==> src/rtl/axil_ctrl_pkg.sv <==
// Shared types and constants for the AXI4-Lite command arbiter.
//   state_t      : sequencer states (IDLE, WR_REQ, WR_RESP, RD_REQ, RD_DATA, DONE)
//   RESP_*       : AXI response codes
//   ADDR_MSB/LSB : bounds of the word address field [6:2]
//   id2onehot    : requester index to one-hot requester vector
package axil_ctrl_pkg;

  typedef enum logic [2:0] {
    ST_IDLE    = 3'd0,
    ST_WR_REQ  = 3'd1,
    ST_WR_RESP = 3'd2,
    ST_RD_REQ  = 3'd3,
    ST_RD_DATA = 3'd4,
    ST_DONE    = 3'd5
  } state_t;

  localparam logic [1:0] RESP_OKAY   = 2'b00;
  localparam logic [1:0] RESP_SLVERR = 2'b10;

  localparam int ADDR_MSB = 6;
  localparam int ADDR_LSB = 2;

  function automatic logic [1:0] id2onehot(input logic id);
    return id ? 2'b10 : 2'b01;
  endfunction

endpackage

==> src/rtl/rr_arb2.sv <==
// Two-input arbiter.
//   i_clk, i_reset : clock and synchronous active-high reset
//   i_req          : request vector (bit i = requester i)
//   i_advance      : strobe, high when the current grant is consumed
//   o_grant        : one-hot grant (or zero when nothing requests)
// FAIR=1: round robin, pointer favours the requester not granted last.
// FAIR=0: fixed priority, requester 0 wins ties.
module rr_arb2 #(
  parameter bit FAIR = 1'b1
) (
  input  logic       i_clk,
  input  logic       i_reset,
  input  logic [1:0] i_req,
  input  logic       i_advance,
  output logic [1:0] o_grant
);

  // 0 = requester 0 favoured on a tie, 1 = requester 1 favoured.
  logic r_ptr;

  always_comb begin
    o_grant = 2'b00;
    if (FAIR) begin
      case (i_req)
        2'b01:   o_grant = 2'b01;
        2'b10:   o_grant = 2'b10;
        2'b11:   o_grant = r_ptr ? 2'b10 : 2'b01;
        default: o_grant = 2'b00;
      endcase
    end else begin
      if (i_req[0])      o_grant = 2'b01;
      else if (i_req[1]) o_grant = 2'b10;
    end
  end

  // Pointer moves only when a grant is actually taken, so a requester that
  // is merely waiting cannot be skipped.
  always_ff @(posedge i_clk) begin
    if (i_reset) begin
      r_ptr <= 1'b0;
    end else if (i_advance && FAIR) begin
      r_ptr <= o_grant[0];
    end
  end

endmodule

==> src/rtl/axil_req_arbiter.sv <==
// Two-requester command arbiter and AXI4-Lite master sequencer.
//   clk, reset            : clock, synchronous active-high reset
//   req_valid/req_ready   : per-requester command handshake (bit i = requester i)
//   req_write             : per-requester 1=write, 0=read
//   req_addr0/1, req_wdata0/1 : per-requester word address and write data
//   rsp_valid             : one-cycle completion pulse to the owning requester
//   rsp_data, rsp_resp    : last read data, response code of completed command
//   m_aw*/m_w*/m_b*/m_ar*/m_r* : AXI4-Lite master channels
//   o_dbg_state           : current sequencer state
// Handshake rule on every channel: a transfer happens on a rising edge where
// valid and ready are both high; a raised valid holds with stable payload
// until that transfer, and no valid here depends combinationally on a ready.
module axil_req_arbiter
  import axil_ctrl_pkg::*;
#(
  parameter bit FAIR = 1'b1
) (
  input  logic                     clk,
  input  logic                     reset,
  input  logic [1:0]               req_valid,
  output logic [1:0]               req_ready,
  input  logic [1:0]               req_write,
  input  logic [ADDR_MSB:ADDR_LSB] req_addr0,
  input  logic [ADDR_MSB:ADDR_LSB] req_addr1,
  input  logic [31:0]              req_wdata0,
  input  logic [31:0]              req_wdata1,
  output logic [1:0]               rsp_valid,
  output logic [31:0]              rsp_data,
  output logic [1:0]               rsp_resp,
  output logic [ADDR_MSB:ADDR_LSB] m_awaddr,
  output logic                     m_awvalid,
  input  logic                     m_awready,
  output logic [31:0]              m_wdata,
  output logic                     m_wvalid,
  input  logic                     m_wready,
  input  logic [1:0]               m_bresp,
  input  logic                     m_bvalid,
  output logic                     m_bready,
  output logic [ADDR_MSB:ADDR_LSB] m_araddr,
  output logic                     m_arvalid,
  input  logic                     m_arready,
  input  logic [31:0]              m_rdata,
  input  logic [1:0]               m_rresp,
  input  logic                     m_rvalid,
  output logic                     m_rready,
  output state_t                   o_dbg_state
);

  state_t                   r_state, w_next;
  logic [1:0]               w_grant;
  logic                     w_accept;
  logic                     w_sel_id;
  logic                     w_sel_write;
  logic                     r_gnt_id;
  logic [ADDR_MSB:ADDR_LSB] r_addr;
  logic [31:0]              r_wdata;
  logic                     r_aw_pend;
  logic                     r_w_pend;
  logic [31:0]              r_rsp_data;
  logic [1:0]               r_rsp_resp;

  rr_arb2 #(.FAIR(FAIR)) u_arb (
    .i_clk     (clk),
    .i_reset   (reset),
    .i_req     (req_valid),
    .i_advance (w_accept),
    .o_grant   (w_grant)
  );

  assign req_ready   = (r_state == ST_IDLE && !reset) ? w_grant : 2'b00;
  assign w_accept    = |(req_valid & req_ready);
  assign w_sel_id    = w_grant[1];
  assign w_sel_write = w_sel_id ? req_write[1] : req_write[0];

  always_ff @(posedge clk) begin
    if (reset) r_state <= ST_IDLE;
    else       r_state <= w_next;
  end

  always_comb begin
    w_next = r_state;
    case (r_state)
      ST_IDLE:    if (w_accept) w_next = w_sel_write ? ST_WR_REQ : ST_RD_REQ;
      // AW and W finish independently; leave once neither is outstanding.
      ST_WR_REQ:  if ((!r_aw_pend || m_awready) && (!r_w_pend || m_wready))
                    w_next = ST_WR_RESP;
      ST_WR_RESP: if (m_bvalid)  w_next = ST_DONE;
      ST_RD_REQ:  if (m_arready) w_next = ST_RD_DATA;
      ST_RD_DATA: if (m_rvalid)  w_next = ST_DONE;
      ST_DONE:    w_next = ST_IDLE;
      default:    w_next = ST_IDLE;
    endcase
  end

  always_ff @(posedge clk) begin
    if (reset) begin
      r_gnt_id   <= 1'b0;
      r_addr     <= '0;
      r_wdata    <= '0;
      r_aw_pend  <= 1'b0;
      r_w_pend   <= 1'b0;
      r_rsp_data <= '0;
      r_rsp_resp <= RESP_OKAY;
    end else begin
      if (r_state == ST_IDLE && w_accept) begin
        r_gnt_id  <= w_sel_id;
        r_addr    <= w_sel_id ? req_addr1 : req_addr0;
        r_wdata   <= w_sel_id ? req_wdata1 : req_wdata0;
        r_aw_pend <= w_sel_write;
        r_w_pend  <= w_sel_write;
      end
      if (r_state == ST_WR_REQ) begin
        if (m_awready) r_aw_pend <= 1'b0;
        if (m_wready)  r_w_pend  <= 1'b0;
      end
      if (r_state == ST_WR_RESP && m_bvalid) begin
        r_rsp_resp <= m_bresp;
      end
      if (r_state == ST_RD_DATA && m_rvalid) begin
        r_rsp_data <= m_rdata;
        r_rsp_resp <= m_rresp;
      end
    end
  end

  assign m_awvalid   = (r_state == ST_WR_REQ) && r_aw_pend;
  assign m_wvalid    = (r_state == ST_WR_REQ) && r_w_pend;
  assign m_awaddr    = r_addr;
  assign m_wdata     = r_wdata;
  assign m_bready    = (r_state == ST_WR_RESP);
  assign m_arvalid   = (r_state == ST_RD_REQ);
  assign m_araddr    = r_addr;
  assign m_rready    = (r_state == ST_RD_DATA);
  assign rsp_valid   = (r_state == ST_DONE) ? id2onehot(r_gnt_id) : 2'b00;
  assign rsp_data    = r_rsp_data;
  assign rsp_resp    = r_rsp_resp;
  assign o_dbg_state = r_state;

endmodule

==> config.mk <==
export PLATFORM = sky130hd
export DESIGN_NAME = axil_req_arbiter
export DESIGN_NICKNAME = d
export VERILOG_FILES = /design/src/rtl/axil_ctrl_pkg.sv /design/src/rtl/rr_arb2.sv /design/src/rtl/axil_req_arbiter.sv
export SDC_FILE = /design/constraint.sdc
export NUM_CORES = 1
export LEC_CHECK = 0
export ABC_CLOCK_PERIOD_IN_PS = 1600
export BUFFER_PORTS_ARGS = -buffer_cell sky130_fd_sc_hd__buf_2
export CAP_MARGIN = 20
export CORE_MARGIN = 4
export CORE_UTILIZATION = 35
export DETAILED_ROUTE_END_ITERATION = 8
export MAX_ROUTING_LAYER = met4
export PLACE_DENSITY = 0.7
export SLEW_MARGIN = 20
export SYNTH_ARGS = -nofsm -noshare
export SYNTH_HDL_FRONTEND = slang
export SYNTH_HIERARCHICAL = 1
export SYNTH_SLANG_ARGS = --single-unit
==> constraint.sdc <==
create_clock -name clk -period 1.6 [get_ports clk]
set_input_delay 0.24 -clock clk [delete_from_list [all_inputs] [get_ports clk]]
set_output_delay 0.24 -clock clk [all_outputs]
set_load 0.1 [all_outputs]
==> results of run 1 <==
## final timing paths
kind | startpoint | to | slack, ns | depth (start not counted)
hold reg to reg | rsp_data[28]$_SDFFE_PP0P_ | rsp_data[28]$_SDFFE_PP0P_ | 0.45 | 2
hold / removal | m_rdata[23] | rsp_data[23]$_SDFFE_PP0P_ | 0.13 | 3
setup reg to reg | u_arb/r_ptr$_SDFFE_PP0P_ | u_arb/r_ptr$_SDFFE_PP0P_ | -0.10 | 8
setup / recovery | o_dbg_state[2]$_SDFFE_PP0P_ | req_ready[1] | -0.10 | 4
## metal layers
metal	wire [um]	GRT usage (%)	up-vias
met5	0	-	-
met4	251	5.30	0
met3	630	3.76	21
met2	5860	31.0	120
met1	4550	21.2	1642
li1	-	-	1763
## sequential cells by signal, summed over array words and instances (netlist names)
register	cells
m_araddr	5
r_gnt_id	1
u_arb/r_ptr	1
r_w_pend	1
rsp_data	32
rsp_resp	2
o_dbg_state	3
m_wdata	32
r_aw_pend	1
## where the power goes
| group | internal (mW) | leakage (nW) | total (mW) | switching (mW) |
|---|---|---|---|---|
| registers | 2.25 | 0.639 | 2.48 | 0.230 |
| logic | 1.63 | 1.85 | 5.16 | 3.53 |
| clock network | 0.815 | 0.104 | 1.56 | 0.741 |
## layout by cell type, fill, tap and decap left out, types with 6 or more instances in the layout
cell type                   count
sky130_fd_sc_hd__nor2_2        10
sky130_fd_sc_hd__buf_6         12
sky130_fd_sc_hd__nor2_1        24
sky130_fd_sc_hd__a21oi_1       34
sky130_fd_sc_hd__a211oi_2      30
sky130_fd_sc_hd__buf_12        18
sky130_fd_sc_hd__clkbuf_16      7
sky130_fd_sc_hd__clkbuf_8      11
sky130_fd_sc_hd__buf_2        198
sky130_fd_sc_hd__mux2i_1       39
sky130_fd_sc_hd__nor2_4         8
sky130_fd_sc_hd__dfxtp_1       69
sky130_fd_sc_hd__a211oi_1       7
sky130_fd_sc_hd__dfxtp_2        6
sky130_fd_sc_hd__buf_4         20
sky130_fd_sc_hd__nand2_1       70
## final cells by class
class / count / area (um^2) / share of cell area [%]
tap: 129 / 161 / 2.81
clock buffer: 12 / 155 / 2.70
sequential: 78 / 1580 / 27.5
multi-input combinational: 257 / 1920 / 33.5
inverter: 4 / 15.0 / 0.261
timing repair buffer: 257 / 1850 / 32.3
clock inverter: 4 / 52.6 / 0.915
## worst register-to-register path, delay by kind of cell, from the launching register on
| kind | cells | cell delay, ns |
|---|---|---|
| AO/OA/AOI/OAI | 3 | 0.58 |
| flip-flops | 1 | 0.37 |
| buffers and inverters | 3 | 0.34 |
| AND/OR/NAND/NOR | 2 | 0.30 |
## cells by family after synthesis
| group | share of synthesized area, % |
|---|---|
| AND/OR/NAND/NOR | 16.7 |
| multiplexers | 12.1 |
| AO/OA/AOI/OAI | 18.3 |
| buffers and inverters | 6.99 |
| flip-flops | 45.9 |
## stage by stage
| step | power (mW) | util [%] | hold slack [ns] | area, um^2 | worst slack [ns] |
|---|---|---|---|---|---|
| after floorplan | 5.88 | - | 0.376 | 3490 | -0.735 |
| after global placement | 6.81 | 52.4 | 0.435 | 4880 | 0.0388 |
| after detailed placement | 6.88 | 52.4 | 0.441 | 4880 | -0.0545 |
| after CTS | 8.69 | 56.2 | 0.113 | 5240 | -0.104 |
| after global routing | 9.59 | 61.6 | 0.114 | 5740 | -0.180 |
| final | 9.20 | 61.6 | 0.127 | 5740 | -0.102 |
## what timing repair did
item | 4_1_cts | 5_1_grt
pin swaps | 5 | 43
resized for setup | 15 | 60
setup endpoints to repair | 42 | 66
cloned | 1 | 9
setup buffers | 8 | 11
==> flow_results.org, run 1 <==
** Run status
- Status :: finished with violations
- Failing checks :: setup timing

** STA
- Between clock sinks in the finished design, the worst skew comes to ~0.011 ns.
- Minimum clock period :: approximately 1.7 ns
- Setup repair after global routing missed its margin :: true
- After layout, the worst setup slack is -0.102 ns.
- Final period utilization :: 106%
- Final hold vios :: 0
- The count of final max-slew check failures is 0.
- Setup TNS :: -0.428 ns
- For the pin with the worst max-slew slack, the measured transition is a little over 0.5 ns.
- Static timing analysis puts the maximum clock frequency at around 0.6 GHz.
- Headroom to the max-slew limit came out at between 60% and 70%.
- Final setup violation count :: 8

** Synthesis
- Counting flops and latches in the post-synthesis netlist gives 78.
- Portion of the post-synthesis area used by sequential elements :: 45.9%
- EDFF count, synth :: 0
- When the netlist entered floorplanning its net count stood at 498.
- By area the synthesized netlist is led by sky130_fd_sc_hd__dfxtp_1, sky130_fd_sc_hd__mux2i_1, sky130_fd_sc_hd__nand2_1.
- Most numerous cell in the Yosys netlist :: sky130_fd_sc_hd__dfxtp_1
- Fraction of synthesis flops using an asynchronous set or reset pin :: 0%
- In the synthesized netlist the dominant register cell turns out to be sky130_fd_sc_hd__dfxtp_1.
- Area share of the largest cell type after synthesis :: between 40% and 50%
- sky130_fd_sc_hd__dfxtp_1 takes more of the synthesized area than any other cell.
- Count of mapped cells out of synthesis :: between 300 and 400
- Most instantiated cells after synthesis :: sky130_fd_sc_hd__dfxtp_1, sky130_fd_sc_hd__nand2_1, sky130_fd_sc_hd__nor2_1
- The cell area that synthesis handed to floorplanning was 3400 um^2.
- Averaged over all synthesized cells, the footprint is 9.02 um^2.
- The Yosys step of the flow raised 6 warnings.
- Yosys mapped the design onto 38 distinct sky130hd cell types.

** Worst setup path
- The critical path is of the reg -> out type.
- Nature of the critical path endpoint :: primary output
- Critical Path, Cell by Cell :: nor4_4, buf_4, and2_4, buf_12
- Kind of start point of the critical path :: flip-flop
- CP max stage delay :: 0.38 ns
- Master of the slowest instance on the critical path :: sky130_fd_sc_hd__dfxtp_4
- Among cell families on the critical path, the largest total delay comes from simple AND/OR/NAND/NOR gates.
- Critical path data arrival time :: ~1.5 ns
- Together, buffers and inverters on the worst path number 2.
- Along the worst path, the maximum fanout reaches 4.
- STA puts the critical path data required time at 1.36 ns.

** Die
- The die covers around 11000 um^2.
- Count of standard-cell rows :: 35
- Initial core utilization :: between 30% and 40%
- roughly 210 I/O pins were placed.
- The region available for standard cell placement spans slightly above 9000 um^2.
- In this run the horizontal extent of the chip is 107 um.
- Die height :: 107 um

** Hold path
- The min-delay analysis places its worst path in the category in -> reg.

** CTS
- The clock passes through at most 2 buffers.
- In this run the number of H-tree levels came out at 3.
- Clock-pin slew was measured on the worst setup and hold paths at ~0.09 ns.
- Clock tree synthesis found a total of between 70 and 80 sinks.
- TritonCTS buffer count :: 9
- Buffers inserted to repair hold after CTS numbered 0.
- TritonCTS built the clock tree.
- Skew-Pair Late Insertion Delay :: between 0.3 and 0.4 ns
- The tree is rooted in a sky130_fd_sc_hd__clkbuf_8.

** Detailed routing
- Before antenna repair, the detailed router went through 5 iterations.
- Using the TritonRoute via totals, the vias-per-cell ratio works out to 4.79.
- Initial DRC count :: 110
- Final WL :: around 11000 um
- Vias :: around 3500
- WL/cell :: 15.2 um
- In the routed design, unresolved DRC markers number 0.
- Count of nets left with antenna violations after detail routing :: 0

** Global route
- GRT Residual Overflow :: 0
- Antenna violations before repair :: 0
- Global-route wire length before repair :: between 15000 and 20000 um
- The via count of the first global-routing pass came to 3351.
- Entering global routing, the biggest net connects between 80 and 90 pins.
- For this run, the total global-route usage over all layers was measured as between 10% and 20%.

** Pwr
- For this design the ratio of total power to cell area is between 1500 and 2000 nW/um^2.
- The worst-case IR drop observed on VDD is about 740 uV.
- In this run the static leakage power is about 2.6 nW.

** Final layout
- In the final layout, the share of cells above drive strength 1 is ~58%.
- Counting the fill cells in the layout gives about 810.
- Compared with the post-synthesis result, the final layout area differs by 68.9%.
- The repair_antennas step left the layout with diodes totalling 0.
- After the flow finishes, the layout carries non-filler instances totaling between 700 and 800.
- Fin nets :: between 700 and 800

** Run
- Across the run, the number of max-cap violations was 0.

** Place
- IO buf count :: between 200 and 250
- Routability-driven placement finished with a final weighted congestion of approximately 0.76.
- The number of placed instances, taps included, is 698.
- Detailed placement finished with a half-perimeter wire length of 7530 um.
No activity file was read; power rests on OpenSTA's default activity.
==> run 2, diff against run 1 <==
--- a/config.mk
+++ b/config.mk
@@ -5,7 +5,7 @@
 export SDC_FILE = /design/constraint.sdc
 export NUM_CORES = 1
 export LEC_CHECK = 0
-export ABC_CLOCK_PERIOD_IN_PS = 1600
+export ABC_CLOCK_PERIOD_IN_PS = 1400
 export BUFFER_PORTS_ARGS = -buffer_cell sky130_fd_sc_hd__buf_2
 export CAP_MARGIN = 20
 export CORE_MARGIN = 4
==> constraint.sdc (replaced) <==
create_clock -name clk -period 1.4 [get_ports clk]
set_input_delay 0.21 -clock clk [delete_from_list [all_inputs] [get_ports clk]]
set_output_delay 0.21 -clock clk [all_outputs]
set_load 0.1 [all_outputs]
==> run 2 against run 1 <==
Net effect: the flow still finishes with violations (setup timing); sequential power rose by 16%; total power is 25% higher; setup slack worse by 0.21 ns; combinational power increased by 36%; register-to-register slack got worse by 0.16 ns; core utilization grew 11 points; via count up 11%; routed wire length grew 27%; clock skew is 0.0017 ns lower; largest power group unchanged.
==> flow_results.org, run 2 (synthesis gave the netlist of run 1 again) <==
** Global route
- Overall fraction of global-route tracks in use :: 21.2% (+3.2 points)
- The largest net degree at the start of global routing came to 67 (-17%).
- The wire length of the first global-routing pass was 18700 um (+15%).
- The initial antenna violation count came to 0 (unchanged).
- GRT Residual Overflow :: 0 (unchanged)
- The via count of the first global-routing pass is 3759 (+12%).

** Detailed routing
- The total number of vias is 3925 (+11%).
- The post-detailed-routing wire length was 14300 um (+27%).
- The final routed wire length divided by cell count came to 18.5 um (+21%).
- The detailed router's first-iteration violation count came to 162 (+47%).
- Count of nets left with antenna violations after detail routing :: 0 (unchanged)
- Average via count per standard cell :: 5.06 (+5.8%)
- Number of search-and-repair iterations in the first detailed-routing pass :: 5 (unchanged)
- The number of design rule violations left after detail routing came to 0 (unchanged).

** Pwr
- The part of the power in the clock network came to 13.7% (-3.2 points).
- The static power due to leakage was 3.01 nW (+16%).
- The fraction of power spent switching nets was 49.3% (+0.28 points).
- The switching power came to 5.66 mW (+26%).
- Share of total power in combinational logic :: 61.3% (+5.2 points)
- The relative contribution of sequential cells to total power came to 25.0% (-1.9 points).
- The maximum VDD drop came to 1150 uV (+56%).
- The internal power was 5.83 mW (+24%).
- The cell area power density was 1700 nW/um^2 (+6.0%).

** Final layout
- The area of all sequential standard cells is 1580 um^2 (unchanged).
- Most frequent standard cell in the layout excluding fill and tap cells :: sky130_fd_sc_hd__buf_2
- The area growth from synthesis to layout is 99.0%.
- The top cell types in the final layout, fill and taps aside, are sky130_fd_sc_hd__buf_2, sky130_fd_sc_hd__dfxtp_1, sky130_fd_sc_hd__mux2i_1.
- The proportion of layout cells with a drive suffix above 1 came to 72.9% (+15 points).
- Final non-filler cell total :: 775 (+4.6%)
- The final-stage net count was 761 (+4.5%).
- Multi-input gate area in the final layout :: 2360 um^2 (+23%)
- The number of filler instances in the final layout came to 632 (-22%).

** CTS
- The number of clock sinks was 78 (unchanged).
- Skew-Pair Late Insertion Delay :: 0.34 ns (about the same)
- TritonCTS built the clock tree.
- Clock tree synthesis selected as its root buffer the cell sky130_fd_sc_hd__clkbuf_8.
- The number of buffers created by CTS is 9 (unchanged).
- The H-tree depth is 3 (unchanged).
- Clock-pin slew of the registers on the worst-case setup and hold paths :: 0.09 ns (about the same)
- Max Root-Sink Buffers :: 2 (unchanged)

** STA
- Final Hold Slack :: 0.0883 ns (-0.0392 ns)
- Minimum clock period :: between 1.5 and 2 ns
- The count of final max-slew check failures came to 0 (unchanged).
- The largest clock skew in the final design is 0.00929 ns (-0.00173 ns).
- Final period utilization :: 122%
- Worst rel slew slack :: 66.2% (-0.15 points)
- Setup repair after global routing missed its margin :: true
- The least setup slack across all paths after layout was -0.310 ns (-0.208 ns).
- Maximum achievable frequency :: 0.585 GHz
- The count of endpoints failing setup in the final report was 87 (+79).
- The count of endpoints failing hold in the final timing report was 0 (unchanged).
- The actual transition at the worst max-transition pin came to 0.511 ns (+0.00221 ns).

** Worst setup path
- Critical Path, Cell by Cell :: buf_12, buf_6, nor4bb_4, buf_12
- Critical path start-end classification :: reg -> out
- Maximum net fanout on the critical path :: 5 (+1)
- The worst endpoint data arrival time is 1.50 ns (+0.04 ns).
- In this design, the critical path's most frequently occurring cell is sky130_fd_sc_hd__buf_12.
- The delay contributed by the slowest stage of the critical path came to 0.38 ns (about the same).
- Worst endpoint required time :: 1.19 ns (-0.17 ns)
- Master of the slowest instance on the critical path :: sky130_fd_sc_hd__dfxtp_4
- The total buffers and inverters traversed by the critical path was 3 (+1).
- Broken down by cell family, the worst path's largest delay share belongs to buffers and inverters.
- Kind of start point of the critical path :: flip-flop
- Nature of the critical path endpoint :: primary output

** Run status
- The checks that failed: setup timing.
- The run finished, with violations left.

** Place
- Placer's final routability congestion estimate :: 0.773 (+1.3%)
- The HPWL after detailed placement came to 7840 um (+4.2%).
- The count of buffers from port buffering was 208 (unchanged).
- Placed cell count :: 710 (+1.7%)
- The pre-CTS worst setup slack was -0.174 ns (-0.119 ns).

** Die
- Total die area :: 11400 um^2 (unchanged)
- Die height :: 107 um (unchanged)
- The count of pins on the block boundary is 209 (unchanged).
- Initial core utilization :: 36.4% (unchanged)
- The die width was 107 um (unchanged).
- Core Box Area :: 9330 um^2 (unchanged)
- Count of standard-cell rows :: 35 (unchanged)

** Hold path
- The tightest min-delay check is of the in -> reg type.

** Run
- Reported max-cap violation count :: 0 (unchanged)
run 2: cell count changes in the layout (fill, tap and decap cells not counted), sizes merged:
cell      change
clkinvlp      +1
clkinv        +1
buf          +12
bufinv        -1
clkbuf       +20
diode         +1
run 2: final cells by class:
type                    count  share of cell area [%]
flip-flops and latches     78                    23.4
clock inverters             5                   0.481
clock buffers              11                    2.09
inverters                   4                   0.222
repair buffers            290                    36.6
well taps                 129                    2.39
diodes                      1                  0.0370
multi-input cells         257                    34.9
run 2: power groups by stage:
stage                     clock (mW)  combinational (mW)  sequential [mW]
after floorplan                    0                1.75             5.00
after global placement             0                5.21             2.82
after detailed placement           0                5.29             2.83
after CTS                       1.60                6.35             2.83
after global routing            1.70                7.28             2.92
final                           1.58                7.04             2.88
run 2: final timing paths:
kind | startpoint | to | slack, ns | cells past startpoint
setup reg to reg | u_arb/r_ptr$_SDFFE_PP0P_ | o_dbg_state[1]$_SDFFE_PP0P_ | -0.26 | 7
hold / removal | m_rdata[2] | rsp_data[2]$_SDFFE_PP0P_ | 0.09 | 3
setup / recovery | o_dbg_state[1]$_SDFFE_PP0P_ | rsp_valid[0] | -0.31 | 4
hold reg to reg | rsp_data[20]$_SDFFE_PP0P_ | rsp_data[20]$_SDFFE_PP0P_ | 0.46 | 2
run 2: worst reg2reg max path: stages (launching register included):
cell,delay [ns]
sky130_fd_sc_hd__dfxtp_2,0.35
sky130_fd_sc_hd__inv_2,0.05
sky130_fd_sc_hd__a21boi_4,0.21
sky130_fd_sc_hd__buf_6,0.13
sky130_fd_sc_hd__mux2i_2,0.23
sky130_fd_sc_hd__a21oi_1,0.09
sky130_fd_sc_hd__or4_1,0.41
sky130_fd_sc_hd__o22ai_1,0.12
run 2: per-layer routing:
layer	global-route usage, %	vias up	share of wire (%)
met2	38.2	147	53
met3	4.55	26	6.0
met1	23.5	1913	38
met5	-	-	0
met4	6.58	0	2.1
li1	-	1839	-
run 2: what timing repair did:
item | in CTS | in global routing
hold endpoints to repair | 0 | 0
pin swaps | 41 | 80
cloned | 11 | 10
hold buffers | 0 | 0
endpoints found under the setup margin | 57 | 95
gates resized for setup | 100 | 151
buffers inserted | 21 | 11
run 2: per-stage QoR:
stage | TNS, ns | util, % | total power, mW | area [um^2]
5_1_grt | -20.19 | 72.5 | 11.9 | 6760
2_1_floorplan | -40.73 | - | 6.76 | 3520
4_1_cts | -16.77 | 64.6 | 10.8 | 6020
3_3_place_gp | -3.96 | 53.7 | 8.03 | 5010
6_report | -15.57 | 72.5 | 11.5 | 6770
3_5_place_dp | -5.88 | 53.7 | 8.12 | 5010
==> run 3, diff against run 2 <==
--- a/config.mk
+++ b/config.mk
@@ -13,6 +13,7 @@
 export DETAILED_ROUTE_END_ITERATION = 8
 export MAX_ROUTING_LAYER = met4
 export PLACE_DENSITY = 0.7
+export REMOVE_ABC_BUFFERS = 1
 export SLEW_MARGIN = 20
 export SYNTH_ARGS = -nofsm -noshare
 export SYNTH_HDL_FRONTEND = slang
==> run 3 against run 2 <==
Net effect: the run still ends with setup timing left; register-to-register slack got worse by 0.13 ns; sequential share of layout area decreased by 0.19 points; flip-flop and latch count unchanged; sequential power decreased by 2%; non-clock buffer count decreased by 5; final cell count decreased by 0.77%; clock skew increased by 0.0046 ns; setup slack got worse by 0.082 ns; design area increased by 0.11%; critical path type is now reg -> reg; critical endpoint is now u_arb/r_ptr$_SDFFE_PP0P_; largest cell class is now multi-input combinational cells; largest power group unchanged.
==> flow_results.org, run 3 (synthesis gave the netlist of run 1 again) <==
** Place
- Placer's final routability congestion estimate :: 0.737 (-4.6%)
- Area after detailed placement :: 4880 um^2 (-2.7%)
- Detailed placement HPWL :: 7410 um (-5.5%)
- The placed cell count came to 708 (-0.28%).
- The count of buffers from port buffering came to 208 (unchanged).

** Detailed routing
- The total number of vias is 3836 (-2.3%).
- Initial DRC count :: 108 (-33%)
- Count of nets left with antenna violations after detail routing :: 0 (unchanged)
- Final routed DRC violation total :: 0 (unchanged)
- The post-detailed-routing wire length came to 13300 um (-7.2%).
- Number of search-and-repair iterations in the first detailed-routing pass :: 4 (-1)
- The post-detailed-route via-to-cell ratio is 4.99 (-1.5%).
- The final routed wire length divided by cell count is 17.3 um (-6.5%).

** Final layout
- Final non-filler cell total :: 769 (-0.77%)
- Antenna diodes :: 0 (-1)
- Layout cell share with drive strength beyond 1 :: 72.7% (-0.21 points)
- Filler cell count in the final layout :: 656 (+3.8%)
- In the layout the commonest cells are sky130_fd_sc_hd__buf_2, sky130_fd_sc_hd__dfxtp_1, sky130_fd_sc_hd__nand2_1.
- Most frequent standard cell in the layout excluding fill and tap cells :: sky130_fd_sc_hd__buf_2
- Post-Layout Inst Area :: 6770 um^2 (+0.11%)
- The final-stage net count came to 756 (-0.66%).
- Layout Area Growth over Synthesis :: 99.3%
- Final core utilization :: 72.6% (+0.080 points)

** Pwr
- Leakage power :: 3.06 nW (+1.6%)
- The cell area power density is 1700 nW/um^2 (+0.27%).
- The maximum VDD drop is 936 uV (-19%).

** CTS
- TritonCTS clock tree :: yes
- The latest clock arrival within the worst-skew pair is 0.34 ns (about the same).
- The worst-case clock buffer depth is 2 (unchanged).
- Clock-pin slew of the registers on the worst-case setup and hold paths :: 0.09 ns (about the same)
- TritonCTS buffer count :: 9 (unchanged)
- CTS hold repair buffers :: 0 (unchanged)
- Clock net sink count :: 78 (unchanged)
- H-tree levels :: 3 (unchanged)
- Clk root buf :: sky130_fd_sc_hd__clkbuf_8

** Global route
- Overall fraction of global-route tracks in use :: 21.1% (-0.15 points)
- Largest net degree at the start of global routing :: 43 (-36%)
- The total congestion overflow after global routing came to 0 (unchanged).
- The via count of the first global-routing pass was 3916 (+4.2%).
- Antenna violations before repair :: 0 (unchanged)
- The wire length of the first global-routing pass is 18900 um (+1.4%).

** STA
- Setup repair after global routing missed its margin :: true
- The least setup slack across all paths after layout came to -0.392 ns (-0.0823 ns).
- The shortest period the worst path allows came to 1.79 ns (+0.0823 ns).
- Final Skew :: 0.0139 ns (+0.00459 ns)
- Final hold vios :: 0 (unchanged)
- Worst rel slew slack :: 56.3% (-9.9 points)
- Final period utilization :: 128% (+5.9 points)
- Final setup violation count :: 87 (unchanged)
- The peak clock frequency supported by timing is 0.558 GHz (-4.6%).
- Final number of max-transition violations :: 0 (unchanged)
- Actual slew at the worst max-slew pin :: 0.656 ns (+0.145 ns)

** Die
- Die height :: 107 um (unchanged)
- The die width is 107 um (unchanged).
- Initial core utilization :: 36.4% (unchanged)
- The placeable core region was 9330 um^2 (unchanged).
- I/O pin count :: 209 (unchanged)
- Total die area :: 11400 um^2 (unchanged)
- The number of cell rows came to 35 (unchanged).

** Hold path
- Worst hold path cell count :: 3 (unchanged)
- In this run the worst hold path is classified as in -> reg.
- Capture endpoint of the worst hold path :: rsp_data[4]$_SDFFE_PP0P_
- The startpoint identified for the worst hold timing path is m_rdata[4].

** Run status
- Status :: finished with violations
- Failing checks :: setup timing

** Worst setup path
- Critical register-to-register path startpoint :: u_arb/r_ptr$_SDFFE_PP0P_
- Critical path start-end classification :: reg -> reg
- Kind of start point of the critical path :: flip-flop
- Critical path data arrival time :: 2.01 ns (+0.51 ns)
- Reg-to-reg endpoint :: u_arb/r_ptr$_SDFFE_PP0P_
- The worst setup path is captured at a flip-flop.
- The largest fanout of any net on the critical path was 6 (+1).
- Register-to-register setup slack :: -0.39 ns (-0.13 ns)
- The number of cells on the worst reg-to-reg path is 10 (+3).
- Worst endpoint required time :: 1.62 ns (+0.43 ns)

** Run
- The max capacitance violation total came to 0 (unchanged).
## run 3: final cells by class
type,count,area (um^2),share of cell area (%)
clock buffers,11,141,2.09
clock inverters,5,58.8,0.868
inverters,4,15.0,0.222
multi-input cells,257,2430,35.8
flip-flops and latches,78,1570,23.2
well taps,129,161,2.38
repair buffers,285,2400,35.5
## run 3: layer usage
metal	part of all wire (%)	vias up	GRT usage, %
met4	1.6	0	6.85
met2	54	137	37.0
li1	-	1827	-
met1	39	1851	24.7
met3	5.0	21	3.28
met5	0	-	-
## run 3: worst max path at each step
stage,to,cells past startpoint,start
3_5_place_dp,m_araddr[4]$_SDFFE_PP0N_,7,u_arb/r_ptr$_SDFFE_PP0P_
4_1_cts,rsp_valid[0],5,o_dbg_state[1]$_SDFFE_PP0P_
5_1_grt,u_arb/r_ptr$_SDFFE_PP0P_,10,u_arb/r_ptr$_SDFFE_PP0P_
2_1_floorplan,r_gnt_id$_SDFFE_PP0N_,6,u_arb/r_ptr$_SDFFE_PP0P_
3_3_place_gp,o_dbg_state[1]$_SDFFE_PP0P_,6,u_arb/r_ptr$_SDFFE_PP0P_
6_report,u_arb/r_ptr$_SDFFE_PP0P_,10,u_arb/r_ptr$_SDFFE_PP0P_
## run 3: where the power goes
| group | switching [mW] | internal [mW] |
|---|---|---|
| Clock | 0.845 | 0.875 |
| Sequential | 0.269 | 2.56 |
| Combinational | 4.46 | 2.54 |
## run 3: timing repair
action | 4_1_cts | 5_1_grt
resized for setup | 156 | 128
hold endpoints to repair | 0 | 0
endpoints found under the setup margin | 85 | 101
buffers inserted | 22 | 12
pin swaps | 62 | 70
cloned | 14 | 2
## run 3: stage by stage
| stage | TNS (ns) | hold slack, ns | setup WS (ns) | total power, mW |
|---|---|---|---|---|
| global placement | -4.13 | 0.439 | -0.126 | 7.77 |
| floorplan | -346.57 | 0.275 | -5.67 | 6.44 |
| global route | -30.34 | 0.0861 | -0.464 | 12.0 |
| finish | -24.42 | 0.0956 | -0.392 | 11.5 |
| CTS | -21.37 | 0.0824 | -0.349 | 10.9 |
| detailed placement | -6.75 | 0.444 | -0.236 | 7.84 |
## run 3: critical path: stages (launching register included)
cell and delay (ns):
sky130_fd_sc_hd__dfxtp_2 0.36, sky130_fd_sc_hd__inv_2 0.05, sky130_fd_sc_hd__a21boi_4 0.16, sky130_fd_sc_hd__buf_6 0.12, sky130_fd_sc_hd__a22o_1 0.14, sky130_fd_sc_hd__buf_4 0.11
sky130_fd_sc_hd__and2_4 0.23, sky130_fd_sc_hd__buf_12 0.16, sky130_fd_sc_hd__buf_8 0.12, sky130_fd_sc_hd__nor3b_2 0.04, sky130_fd_sc_hd__a31o_1 0.20
